File: config.mk
export PLATFORM = sky130hd
export DESIGN_NAME = cam_regfile_controller
export DESIGN_NICKNAME = d
export VERILOG_FILES = /design/src/rtl/cam_regfile_ctrl_pkg.sv /design/src/rtl/cam_ctrl_rr_arbiter.sv /design/src/rtl/cam_regfile_controller.sv
export SDC_FILE = /design/constraint.sdc
export NUM_CORES = 1
export LEC_CHECK = 0
export BUFFER_PORTS_ARGS = -buffer_cell sky130_fd_sc_hd__buf_4
export CAP_MARGIN = 5
export CORE_MARGIN = 4
export CORE_UTILIZATION = 47
export CTS_BUF_LIST = sky130_fd_sc_hd__clkbuf_8
export CTS_CLUSTER_SIZE = 12
export DETAILED_ROUTE_END_ITERATION = 12
export PLACE_DENSITY = 0.86
export RECOVER_POWER = 25
export SETUP_SLACK_MARGIN = 0.5
export SLEW_MARGIN = 20
export SYNTH_ARGS = -nofsm -noshare
export SYNTH_HDL_FRONTEND = slang
export SYNTH_SLANG_ARGS = --single-unit
File: constraint.sdc
create_clock -name clk_in -period 2.3 [get_ports clk_in]
set_clock_uncertainty 0.1 [all_clocks]
set_input_delay 0.46 -clock clk_in [delete_from_list [all_inputs] [get_ports clk_in]]
set_output_delay 0.46 -clock clk_in [all_outputs]
set_load 0.01 [all_outputs]
File: src/rtl/cam_regfile_ctrl_pkg.sv
// Shared types, constants and helpers for the CAM register-file controller.
package cam_regfile_ctrl_pkg;

    localparam int NUM_REQ   = 3;
    localparam int REQ_IDX_W = 2;
    localparam int FFO_MAX   = 64;

    typedef enum logic [1:0] {
        OP_LOOKUP = 2'd0,
        OP_INSERT = 2'd1,
        OP_READ   = 2'd2
    } op_e;

    typedef enum logic [2:0] {
        IDLE,
        CAM,
        EVAL,
        READ,
        RDATA,
        RESP
    } state_e;

    // Lowest set bit wins; an all-zero vector yields 0.
    function automatic int find_first_one_index(input logic [FFO_MAX-1:0] vec);
        int idx;
        idx = 0;
        for (int i = FFO_MAX - 1; i >= 0; i--) begin
            if (vec[i]) idx = i;
        end
        return idx;
    endfunction

endpackage

File: src/rtl/cam_ctrl_rr_arbiter.sv
// Three-requester round-robin arbiter; after a grant to X, X's successor gets top priority.
module cam_ctrl_rr_arbiter
    import cam_regfile_ctrl_pkg::*;
(
    input  logic               clk_in,
    input  logic               reset_in,
    input  logic [NUM_REQ-1:0] req_vec,
    input  logic               advance,
    output logic [NUM_REQ-1:0] grant
);

    logic [REQ_IDX_W-1:0] ptr_q;
    logic [REQ_IDX_W-1:0] gnt_idx;
    logic [REQ_IDX_W-1:0] cand;

    function automatic logic [REQ_IDX_W-1:0] wrap_add(input logic [REQ_IDX_W-1:0] base, input int k);
        int sum;
        sum = int'(base) + k;
        if (sum >= NUM_REQ) sum = sum - NUM_REQ;
        return REQ_IDX_W'(sum);
    endfunction

    // NOTE: every always_comb target gets a default first, so no latch can be inferred.
    always_comb begin
        grant   = '0;
        gnt_idx = ptr_q;
        cand    = ptr_q;
        // Scan from lowest to highest priority so the highest-priority requester overwrites.
        for (int k = NUM_REQ - 1; k >= 0; k--) begin
            cand = wrap_add(ptr_q, k);
            if (req_vec[cand]) begin
                grant       = '0;
                grant[cand] = 1'b1;
                gnt_idx     = cand;
            end
        end
    end

    // NOTE: sequential state uses non-blocking assignments so all flops update together.
    always_ff @(posedge clk_in or posedge reset_in) begin
        if (reset_in)                 ptr_q <= '0;
        else if (advance && |req_vec) ptr_q <= wrap_add(gnt_idx, 1);
    end

endmodule

File: src/rtl/cam_regfile_controller.sv
// Sequencer/arbiter sharing one CAM/read/write register file among lookup, insert and read requesters.
module cam_regfile_controller
    import cam_regfile_ctrl_pkg::*;
#(
    parameter  int ENTRY_WIDTH = 8,
    parameter  int NUM_ENTRY   = 4,
    localparam int INDEX_WIDTH = $clog2(NUM_ENTRY)
) (
    input  logic                   clk_in,
    input  logic                   reset_in,
    input  logic                   lookup_valid_in,
    input  logic [ENTRY_WIDTH-1:0] lookup_key_in,
    output logic                   lookup_ready_out,
    input  logic                   insert_valid_in,
    input  logic [ENTRY_WIDTH-1:0] insert_key_in,
    output logic                   insert_ready_out,
    input  logic                   read_valid_in,
    input  logic [INDEX_WIDTH-1:0] read_index_in,
    output logic                   read_ready_out,
    input  logic                   flush_in,
    output logic                   resp_valid_out,
    input  logic                   resp_ready_in,
    output logic                   resp_hit_out,
    output logic [INDEX_WIDTH-1:0] resp_index_out,
    output logic [ENTRY_WIDTH-1:0] resp_entry_out,
    output logic                   rf_read_en_out,
    output logic                   rf_write_en_out,
    output logic                   rf_cam_en_out,
    output logic [NUM_ENTRY-1:0]   rf_read_addr_decoded_out,
    output logic [NUM_ENTRY-1:0]   rf_write_addr_decoded_out,
    output logic [ENTRY_WIDTH-1:0] rf_cam_entry_out,
    output logic [ENTRY_WIDTH-1:0] rf_write_entry_out,
    input  logic [ENTRY_WIDTH-1:0] rf_read_entry_in,
    input  logic [NUM_ENTRY-1:0]   rf_cam_result_decoded_in
);

    state_e                 state_q, state_d;
    op_e                    op_q, acc_op;
    logic [ENTRY_WIDTH-1:0] key_q;
    logic [INDEX_WIDTH-1:0] index_q;
    logic [NUM_ENTRY-1:0]   valid_q;
    logic [INDEX_WIDTH-1:0] victim_q;
    logic                   resp_hit_q;
    logic [INDEX_WIDTH-1:0] resp_index_q;
    logic [ENTRY_WIDTH-1:0] resp_entry_q;

    logic [NUM_REQ-1:0]     req_vec, grant_raw, grant;
    logic                   arb_en, accept;
    logic [NUM_ENTRY-1:0]   hit_vec;
    logic                   any_hit, full, do_write;
    logic [INDEX_WIDTH-1:0] hit_idx, free_idx, target;

    assign req_vec = {read_valid_in, insert_valid_in, lookup_valid_in};
    // Readies are combinational, so reset gates them to keep every output low while reset is held.
    assign arb_en  = (state_q == IDLE) && !flush_in && !reset_in;
    assign grant   = grant_raw & {NUM_REQ{arb_en}};
    assign accept  = |grant;
    assign acc_op  = grant[OP_READ] ? OP_READ : (grant[OP_INSERT] ? OP_INSERT : OP_LOOKUP);

    assign lookup_ready_out = grant[OP_LOOKUP];
    assign insert_ready_out = grant[OP_INSERT];
    assign read_ready_out   = grant[OP_READ];

    cam_ctrl_rr_arbiter u_arbiter (
        .clk_in   (clk_in),
        .reset_in (reset_in),
        .req_vec  (req_vec),
        .advance  (accept),
        .grant    (grant_raw)
    );

    // Reset-zeroed entries would match key 0, so matches are qualified by the valid vector.
    assign hit_vec  = rf_cam_result_decoded_in & valid_q;
    assign any_hit  = |hit_vec;
    assign full     = &valid_q;
    assign hit_idx  = INDEX_WIDTH'(find_first_one_index(FFO_MAX'(hit_vec)));
    assign free_idx = INDEX_WIDTH'(find_first_one_index(FFO_MAX'(~valid_q)));
    assign target   = full ? victim_q : free_idx;
    assign do_write = (state_q == EVAL) && (op_q == OP_INSERT) && !any_hit;

    always_ff @(posedge clk_in or posedge reset_in) begin
        if (reset_in) state_q <= IDLE;
        else          state_q <= state_d;
    end

    always_comb begin
        state_d                   = state_q;
        rf_cam_en_out             = 1'b0;
        rf_cam_entry_out          = '0;
        rf_read_en_out            = 1'b0;
        rf_read_addr_decoded_out  = '0;
        rf_write_en_out           = 1'b0;
        rf_write_addr_decoded_out = '0;
        rf_write_entry_out        = '0;
        resp_valid_out            = 1'b0;
        unique case (state_q)
            IDLE: if (accept) state_d = grant[OP_READ] ? READ : CAM;
            CAM: begin
                rf_cam_en_out    = 1'b1;
                rf_cam_entry_out = key_q;
                state_d          = EVAL;
            end
            EVAL: begin
                if (do_write) begin
                    rf_write_en_out           = 1'b1;
                    rf_write_addr_decoded_out = NUM_ENTRY'(1) << target;
                    rf_write_entry_out        = key_q;
                end
                state_d = RESP;
            end
            READ: begin
                rf_read_en_out           = 1'b1;
                rf_read_addr_decoded_out = NUM_ENTRY'(1) << index_q;
                state_d                  = RDATA;
            end
            RDATA: state_d = RESP;
            RESP: begin
                resp_valid_out = 1'b1;
                if (resp_ready_in) state_d = IDLE;
            end
            default: state_d = IDLE;
        endcase
    end

    always_ff @(posedge clk_in or posedge reset_in) begin
        if (reset_in) begin
            op_q         <= OP_LOOKUP;
            key_q        <= '0;
            index_q      <= '0;
            valid_q      <= '0;
            victim_q     <= '0;
            resp_hit_q   <= 1'b0;
            resp_index_q <= '0;
            resp_entry_q <= '0;
        end else begin
            if (accept) begin
                op_q    <= acc_op;
                key_q   <= grant[OP_INSERT] ? insert_key_in : lookup_key_in;
                index_q <= read_index_in;
            end
            if ((state_q == IDLE) && flush_in) valid_q <= '0;
            if (do_write) begin
                valid_q[target] <= 1'b1;
                if (full) victim_q <= (victim_q == INDEX_WIDTH'(NUM_ENTRY - 1)) ? '0
                                                                                  : victim_q + INDEX_WIDTH'(1);
            end
            if (state_q == EVAL) begin
                resp_hit_q   <= any_hit;
                resp_index_q <= any_hit ? hit_idx : ((op_q == OP_INSERT) ? target : '0);
                resp_entry_q <= (any_hit || (op_q == OP_INSERT)) ? key_q : '0;
            end
            if (state_q == RDATA) begin
                resp_hit_q   <= valid_q[index_q];
                resp_index_q <= index_q;
                resp_entry_q <= rf_read_entry_in;
            end
        end
    end

    assign resp_hit_out   = resp_hit_q;
    assign resp_index_out = resp_index_q;
    assign resp_entry_out = resp_entry_q;

endmodule
==> flow_summary.ini, run 1 <==
[run_status]
status = finished with violations
failed_checks = negative setup slack

[power]
ir_drop_v = 0.001000
switchingPower_mw = 1.941
seq_power_share_pct = 26.3
p_int_mw = 2.550
swShare_pct = 43.22
power.total_mw = 4.491
clkPwrFrac_pct = 10.5
cellLeakagePower_nw = 1.895
power.density_nw_per_um2 = 1168
comb_power_share_pct = 63.3

[yosys]
syn_nets = 294
avgSynthCellArea_um2 = 8.897
synthTopCellsByArea = dfrtp_1, and2_1, mux2i_1, nor2_1, a21oi_1
yosysSeqAreaShare_pct = 37.95
synthCells = 252
synth_cell_type_count = 51
synth.ff_latch_count = 34
ys_warn_count = 0
synth_area_leader_cell = dfrtp_1
synth_area_um2 = 2242
synth_top_cell_area_share_pct = 37.95

[place]
place_ws_ns = -0.07960
dp_hpwl_um = 5017
placed_area_um2 = 3038
routabilityCongestion = 0.9159
io_buffers = 78

[hold_path]
hold-path-cell-count = 3
hp-start = rf_read_entry_in[5]
hold_class = in2reg

[global_routing]
use_met2_pct = 46.69
grt_pass1_wl_um = 12300
grt_use_total_pct = 25.83
grtUsageMet3_pct = 4.684
grt_use_met1_pct = 30.56
overflow = 0
top_usage_layer = met2
grt_pass1_vias = 2484
grt_max_degree = 33
antenna_found_initial = 0

[final_layout]
drive_gt1_share_pct = 55.99
postLayoutCellArea_um2 = 3844
most-common-layout-cells = buf_4, buf_6, dfrtp_1
antenna_cells = 0
nets = 425
postLayoutCoreUtil_pct = 85.91
syn2layout_area_growth_pct = 71.43
final_common_cell = buf_4

[clocking]
cts_inserted_buffers = 5
root_buffer = clkbuf_8
cts_htree_levels = 2
clockBufferDepth = 2
clkLatencyLatePin_ns = 0.29
cts_tree = done
clk_pin_slew_ns = 0.08
cts.sinks = 34

[drt]
drc = 0
vias = 2644
wl_per_cell_um = 20.80
drt_wl_total_um = 9067
firstDrtPassIters = 5
detail-route-antenna-nets = 0
via_per_inst = 6.064
drt_iter0_markers = 298

[setup_path]
ff2ff_setup_slack_ns = -0.24
cpPeakStageDelay_ns = 0.46
crit_type = reg2out
critPathMaxFanout = 4
critPathBufInv = 2
cp-endpoint = lookup_ready_out
critPathTopFamily = simple AND/OR/NAND/NOR gates
slowest_stage = dfrtp_2
endpoint_kind = primary output
reg2reg_from = u_arbiter.ptr_q[0]
start_kind = flip-flop
crit_path_start = u_arbiter.ptr_q[0]
reg2regPathDepth = 9
rr_endpoint = key_q[2]
cp_num_cells = 7
cp.required_ns = 1.74
worstPathArrival_ns = 2.07
crit_chain = inv_4, ha_4, or3b_4, o2bb2ai_4, nor2b_4, o21a_1, buf_6

[floorplanning]
design.core.area_um2 = 4474
start_util_pct = 50.11
die_w_um = 77.07
num_rows = 24
fp.dieH_um = 77.07
die_area_um2 = 5940
io_pins = 79

[timing]
tightest_slew_ns = 0.8093
worst_slack_ns = -0.3269
hold_viol = 0
fin_tns_setup_ns = -4.099
fin_crit_ns = 2.627
period_share_pct = 114.2
relSlewSlack_pct = 46.04
setup_viol = 27
rsz0062_at_grt = true
finalMaxSlewViolations = 0
fmax_ghz = 0.3807

[job]
maxCapViolCount = 0
[synth_stat cells (all sizes together)]
cell type  instances
o311a              1
clkbuf             8
nand2b             6
o32ai              1
nor4               2
nand3b             1
or2b               1
a21o               3
nand2             24
o41ai              1
nor2b              4
a31oi              2
a32oi              1
ha                 5
a222oi             8
o22ai              2
a21oi             18
and2              19
a2bb2oi            1
o22a               1
buf                5
a22oi              1
and3               3
o2bb2ai            1
a22o               2
o21ai              9
nor3               5
mux2               6
a32o               2
o31a               1
mux2i             10
dfrtp             34
nand3              5
a21boi             2
o311ai             1
mux4               1
nor2              25
o21a               1
a221o              2
nor4b              1
o21bai             1
nor3b              1
inv               22
or3b               2
[area by class of cell]
cell class	count	area (µm²)
flip-flops and latches	34	857.1
inverters	22	92.59
multi-input cells	184	1585
clock buffers	6	82.58
repair buffers	136	1152
clock inverters	2	8.758
well taps	52	65.06
fillers	229	630.6
[layer usage]
metal / vias to the layer above / part of all wire (%) / wire length, µm
met4: 0 / 4.6 / 418
met2: 169 / 53 / 4780
met1: 1273 / 36 / 3251
met5: - / 0 / 0
li1: 1153 / - / -
met3: 49 / 6.8 / 616
[sequential cells by signal, indices dropped and copies added (netlist names)]
signal and count:
key_q 8, resp_entry_out 8, valid_q 4, state_q 3, index_q 2, op_q 2, resp_index_out 2, u_arbiter.ptr_q 2
victim_q 2, resp_hit_out 1
[power by group through the flow]
stage / registers (mW) / logic, mW / clock network (mW)
2_1_floorplan: 1.06 / 1.32 / 0
3_3_place_gp: 1.13 / 1.83 / 0
3_5_place_dp: 1.14 / 1.89 / 0
4_1_cts: 1.13 / 2.36 / 0.457
5_1_grt: 1.21 / 3.01 / 0.493
6_report: 1.18 / 2.84 / 0.470
[cells by family (layout without fill, tap and decap cells)]
kind of cell,Yosys count,after routing,synth area share [%]
multiplexers,17,17,9.319
AND/OR/NAND/NOR,99,100,22.49
adder cells (fa/ha/maj),5,5,2.790
buffers and inverters,35,166,6.975
AO/OA/AOI/OAI,62,62,20.48
flip-flops,34,34,37.95
[how the worst min path moves through the flow]
stage,endpoint
final,resp_entry_out[5]
after global routing,resp_entry_out[4]
after CTS,resp_entry_out[3]
after detailed placement,u_arbiter.ptr_q[0]
after global placement,u_arbiter.ptr_q[0]
after floorplan,op_q[0]
[worst min-delay path, cell delays in order]
cell	delay (ns)
buf_4	0.08
a222oi_1	0.05
inv_1	0.05
[metrics by stage]
stage,std cells,hold slack [ns]
3_3_place_gp,383,0.2434
5_1_grt,436,0.2826
3_5_place_dp,383,0.2454
2_1_floorplan,252,0.3608
4_1_cts,417,0.2879
6_report,436,0.2897
[what timing repair did]
item | CTS | global route
gates cloned | 2 | 0
buffers inserted | 23 | 19
endpoints found under the setup margin | 47 | 62
hold endpoints to repair | 2 | 0
gates resized for setup | 70 | 44
pin swaps | 12 | 15
hold buffers | 1 | 0
(Power assumes the default switching activity.)
==> run 2: changes to the inputs <==
CORE_UTILIZATION = 55   (was 47)
PLACE_DENSITY = 0.94   (was 0.86)
clock period = 3.05 ns   (was 2.3 ns; I/O delays follow)
==> flow_summary.ini, run 2 (synthesis results as in run 1) <==
[clocking]
clockBufferDepth = 2
clkLatencyLatePin_ns = 0.29
root_buffer = clkbuf_8
cts_inserted_buffers = 5
cts_tree = done
cts_htree_levels = 2
clk_pin_slew_ns = 0.07
holdBufCountCts = 0
cts.sinks = 34

[setup_path]
cp.required_ns = 2.34
crit_path_start = u_arbiter.ptr_q[0]
reg2regPathDepth = 8
crit_type = reg2out
critPathMaxFanout = 5
rr_endpoint = index_q[1]
endpoint_kind = primary output
ff2ff_setup_slack_ns = 0.46
start_kind = flip-flop
reg2reg_from = u_arbiter.ptr_q[0]
worstPathArrival_ns = 2.05
cp-endpoint = lookup_ready_out

[final_layout]
postLayoutCellArea_um2 = 3324
final_common_cell = buf_4
most-common-layout-cells = buf_4, dfrtp_1, nor2_1
nets = 398
fillCellCount = 192
fin_cells = 404
drive_gt1_share_pct = 44.10
syn2layout_area_growth_pct = 48.27
antenna_cells = 0

[power]
power.density_nw_per_um2 = 887.9
cellLeakagePower_nw = 1.698
power.total_mw = 2.952
ir_drop_v = 0.0006744

[floorplanning]
start_util_pct = 59.03
fp.dieH_um = 71.85
die_area_um2 = 5162
design.core.area_um2 = 3799
die_w_um = 71.85
io_pins = 79
num_rows = 22

[global_routing]
overflow = 0
antenna_found_initial = 0
grt_pass1_wl_um = 11050
grt_use_total_pct = 27.78
grt_max_degree = 35
grt_pass1_vias = 2292

[place]
dp_hpwl_um = 4753
placed_area_um2 = 2859
dp_cells = 371
io_buffers = 78
routabilityCongestion = 0.8805
place_ws_ns = 0.3191

[run_status]
status = finished with violations
failed_checks = max-capacitance violations, max-slew violations

[timing]
relSlewSlack_pct = -25.92
finalMaxSlewViolations = 35
fmax_ghz = 0.3621
hold_viol = 0
rsz0062_at_grt = true
period_share_pct = 90.55
fin_crit_ns = 2.762
tightest_slew_ns = 1.889
fin_tns_setup_ns = 0
worst_slack_ns = 0.2881
setup_viol = 0

[drt]
wl_per_cell_um = 21.03
drc = 0
detail-route-antenna-nets = 0
firstDrtPassIters = 9
via_per_inst = 6.379
vias = 2577
drt_wl_total_um = 8497
drt_iter0_markers = 322

[job]
maxCapViolCount = 1

[hold_path]
hold_class = reg2reg
hold-path-cell-count = 2
## run 2: final cells by class
class | count | area, µm² | share of cell area [%]
Inverter | 22 | 85.08 | 2.559
Sequential cell | 34 | 859.6 | 25.86
Multi-Input combinational cell | 183 | 1399 | 42.08
Timing Repair Buffer | 110 | 844.6 | 25.40
Tap cell | 48 | 60.06 | 1.807
Clock inverter | 2 | 7.507 | 0.2258
Clock buffer | 5 | 68.82 | 2.070
## run 2: how the worst min path moves through the flow
stage	startpoint	end	slack, ns
final	resp_entry_out[1]	resp_entry_out[1]	0.42
after global routing	rf_read_entry_in[1]	resp_entry_out[1]	0.44
after CTS	reset_in	u_arbiter.ptr_q[0]	0.34
after detailed placement	resp_entry_out[7]	resp_entry_out[7]	0.39
after global placement	resp_entry_out[7]	resp_entry_out[7]	0.38
after floorplan	op_q[0]	op_q[0]	0.36
## run 2: what timing repair did
action | in CTS | in global routing
buffers inserted | 18 | 7
resized for setup | 27 | 22
pin swaps | 9 | 9
endpoints found under the setup margin | 23 | 27
cloned | 0 | 1
## run 2: per-layer routing
| layer | wire length (µm) | vias to the layer above | GRT usage (%) | share of wire (%) |
|---|---|---|---|---|
| met3 | 764 | 46 | 5.049 | 9.0 |
| met1 | 3009 | 1221 | 32.89 | 35 |
| li1 | - | 1102 | - | - |
| met2 | 4342 | 208 | 47.76 | 51 |
| met4 | 381 | 0 | 14.41 | 4.5 |
| met5 | 0 | - | 0 | 0 |
## run 2: power breakdown
part	leakage, nW	switching, mW	internal [mW]
Clock	0.0466	0.166	0.151
Sequential	0.414	0.232	0.641
Combinational	1.24	0.893	0.869
## run 2: stage by stage
step                      hold slack [ns]  utilization (%)
after floorplan                    0.3608                -
after global placement             0.3785            75.26
after detailed placement           0.3872            75.26
after CTS                          0.3356            84.26
after global routing               0.4358            87.52
final                              0.4234            87.52
## run 2: worst max-delay path: stages, from the launching register on
cell	delay, ns
dfrtp_2	0.44
buf_4	0.16
ha_4	0.18
mux2_4	0.35
o2bb2ai_4	0.14
nor2b_4	0.13
o21a_1	0.21
buf_4	0.15
==> run 3: changes to the inputs <==
CELL_PAD_IN_SITES_DETAIL_PLACEMENT = 0   (was not set)
CELL_PAD_IN_SITES_GLOBAL_PLACEMENT = 1   (was not set)
CORE_UTILIZATION = 41   (was 55)
PLACE_DENSITY = 0.95   (was 0.94)
==> flow_summary.ini, run 3 (synthesis results as in run 1) <==
[run_status]
status = finished with violations
failed_checks = max-capacitance violations, max-slew violations

[timing]
rsz0062_at_grt = true
relSlewSlack_pct = -20.60
fmax_ghz = 0.3684
setup_viol = 0
fin_tns_setup_ns = 0
hold_viol = 0
finalMaxSlewViolations = 35
fin_crit_ns = 2.714
period_share_pct = 89.00
tightest_slew_ns = 1.809

[floorplanning]
num_rows = 26
fp.dieH_um = 81.95
design.core.area_um2 = 5205
die_w_um = 81.95
die_area_um2 = 6716
start_util_pct = 43.08
io_pins = 79

[setup_path]
rr_endpoint = key_q[0]
crit_type = reg2out
reg2reg_from = u_arbiter.ptr_q[0]
crit_path_start = u_arbiter.ptr_q[1]
endpoint_kind = primary output
slowest_stage = dfrtp_2
cp_num_cells = 6
start_kind = flip-flop
cpPeakStageDelay_ns = 0.47
cp.required_ns = 2.34
crit_chain = ha_4, or3b_1, o2bb2ai_2, nor2b_1, o21a_1, buf_4
ff2ff_setup_slack_ns = 0.46
critPathTopFamily = simple AND/OR/NAND/NOR gates
reg2regPathDepth = 10
critPathMaxFanout = 6
worstPathArrival_ns = 2.00
cp-endpoint = lookup_ready_out
critPathBufInv = 1

[global_routing]
grt_pass1_vias = 2148
grt_use_total_pct = 19.91
grt_max_degree = 35
grt_pass1_wl_um = 10370
antenna_found_initial = 0
overflow = 0

[drt]
drc = 0
via_per_inst = 5.443
firstDrtPassIters = 6
wl_per_cell_um = 16.58
drt_iter0_markers = 142
drt_wl_total_um = 7177
detail-route-antenna-nets = 0
vias = 2357

[clocking]
cts_inserted_buffers = 5
cts.sinks = 34
clk_pin_slew_ns = 0.07
cts_htree_levels = 2
clockBufferDepth = 2
clkLatencyLatePin_ns = 0.28
cts_tree = done
root_buffer = clkbuf_8
holdBufCountCts = 0

[final_layout]
syn2layout_area_growth_pct = 55.02
antenna_cells = 0
postLayoutCellArea_um2 = 3476
drive_gt1_share_pct = 47.11
final_common_cell = buf_4
nets = 404
fillCellCount = 422
fin_cells = 433
most-common-layout-cells = buf_4, dfrtp_1, nor2_1

[place]
dp_hpwl_um = 4636
routabilityCongestion = 0.9399
dp_cells = 392
placed_area_um2 = 2879
io_buffers = 78

[power]
power.total_mw = 3.004
cellLeakagePower_nw = 1.747
power.density_nw_per_um2 = 864.4
ir_drop_v = 0.0004292

[hold_path]
hold_class = reg2reg

[job]
maxCapViolCount = 1
## run 3: tightest hold or removal path, cell delays in order (launching register included)
cell and delay (ns):
dfrtp_1 0.35, a222oi_1 0.07, inv_1 0.05
## run 3: timing repair
item / CTS / global route
gates resized for setup: 18 / 47
gates cloned: 0 / 2
pin swaps: 6 / 8
buffers inserted: 15 / 16
setup endpoints to repair: 19 / 29
## run 3: how the worst min path moves through the flow
stage / startpoint / end / slack, ns / cells past startpoint
floorplan: op_q[0] / op_q[0] / 0.36 / 2
global placement: resp_entry_out[7] / resp_entry_out[7] / 0.38 / 2
detailed placement: resp_entry_out[7] / resp_entry_out[7] / 0.38 / 2
CTS: reset_in / op_q[1] / 0.34 / 3
global route: rf_read_entry_in[6] / resp_entry_out[6] / 0.43 / 3
finish: resp_entry_out[7] / resp_entry_out[7] / 0.40 / 2
## run 3: where the power goes
part | leakage [nW] | switching, mW | internal, mW
sequential | 0.416 | 0.204 | 0.642
clock | 0.0524 | 0.160 | 0.179
combinational | 1.28 | 0.873 | 0.946
total | 1.75 | 1.24 | 1.77
## run 3: per-stage QoR
| step | hold slack [ns] | utilization (%) | setup WS (ns) |
|---|---|---|---|
| after floorplan | 0.3608 | - | 0.5113 |
| after CTS | 0.3415 | 60.72 | 0.3689 |
| after global placement | 0.3771 | 55.31 | 0.4133 |
| after global routing | 0.4305 | 66.78 | 0.2350 |
| final | 0.3996 | 66.78 | 0.3356 |
| after detailed placement | 0.3812 | 55.31 | 0.3206 |
## run 3: area by class of cell
type                    count  area [µm²]  share of cell area [%]
inverters                  22       85.08                   2.448
clock inverters             2       8.758                  0.2520
flip-flops and latches     34       858.3                   24.69
multi-input cells         183        1414                   40.68
repair buffers            116       939.7                   27.03
well taps                  70       87.58                   2.520
clock buffers               6       82.58                   2.376
## run 3: per-layer routing
layer	track usage, %	part of all wire [%]
met1	25.22	41
met5	0	0
met3	3.947	5.8
met2	32.63	51
met4	8.970	2.6
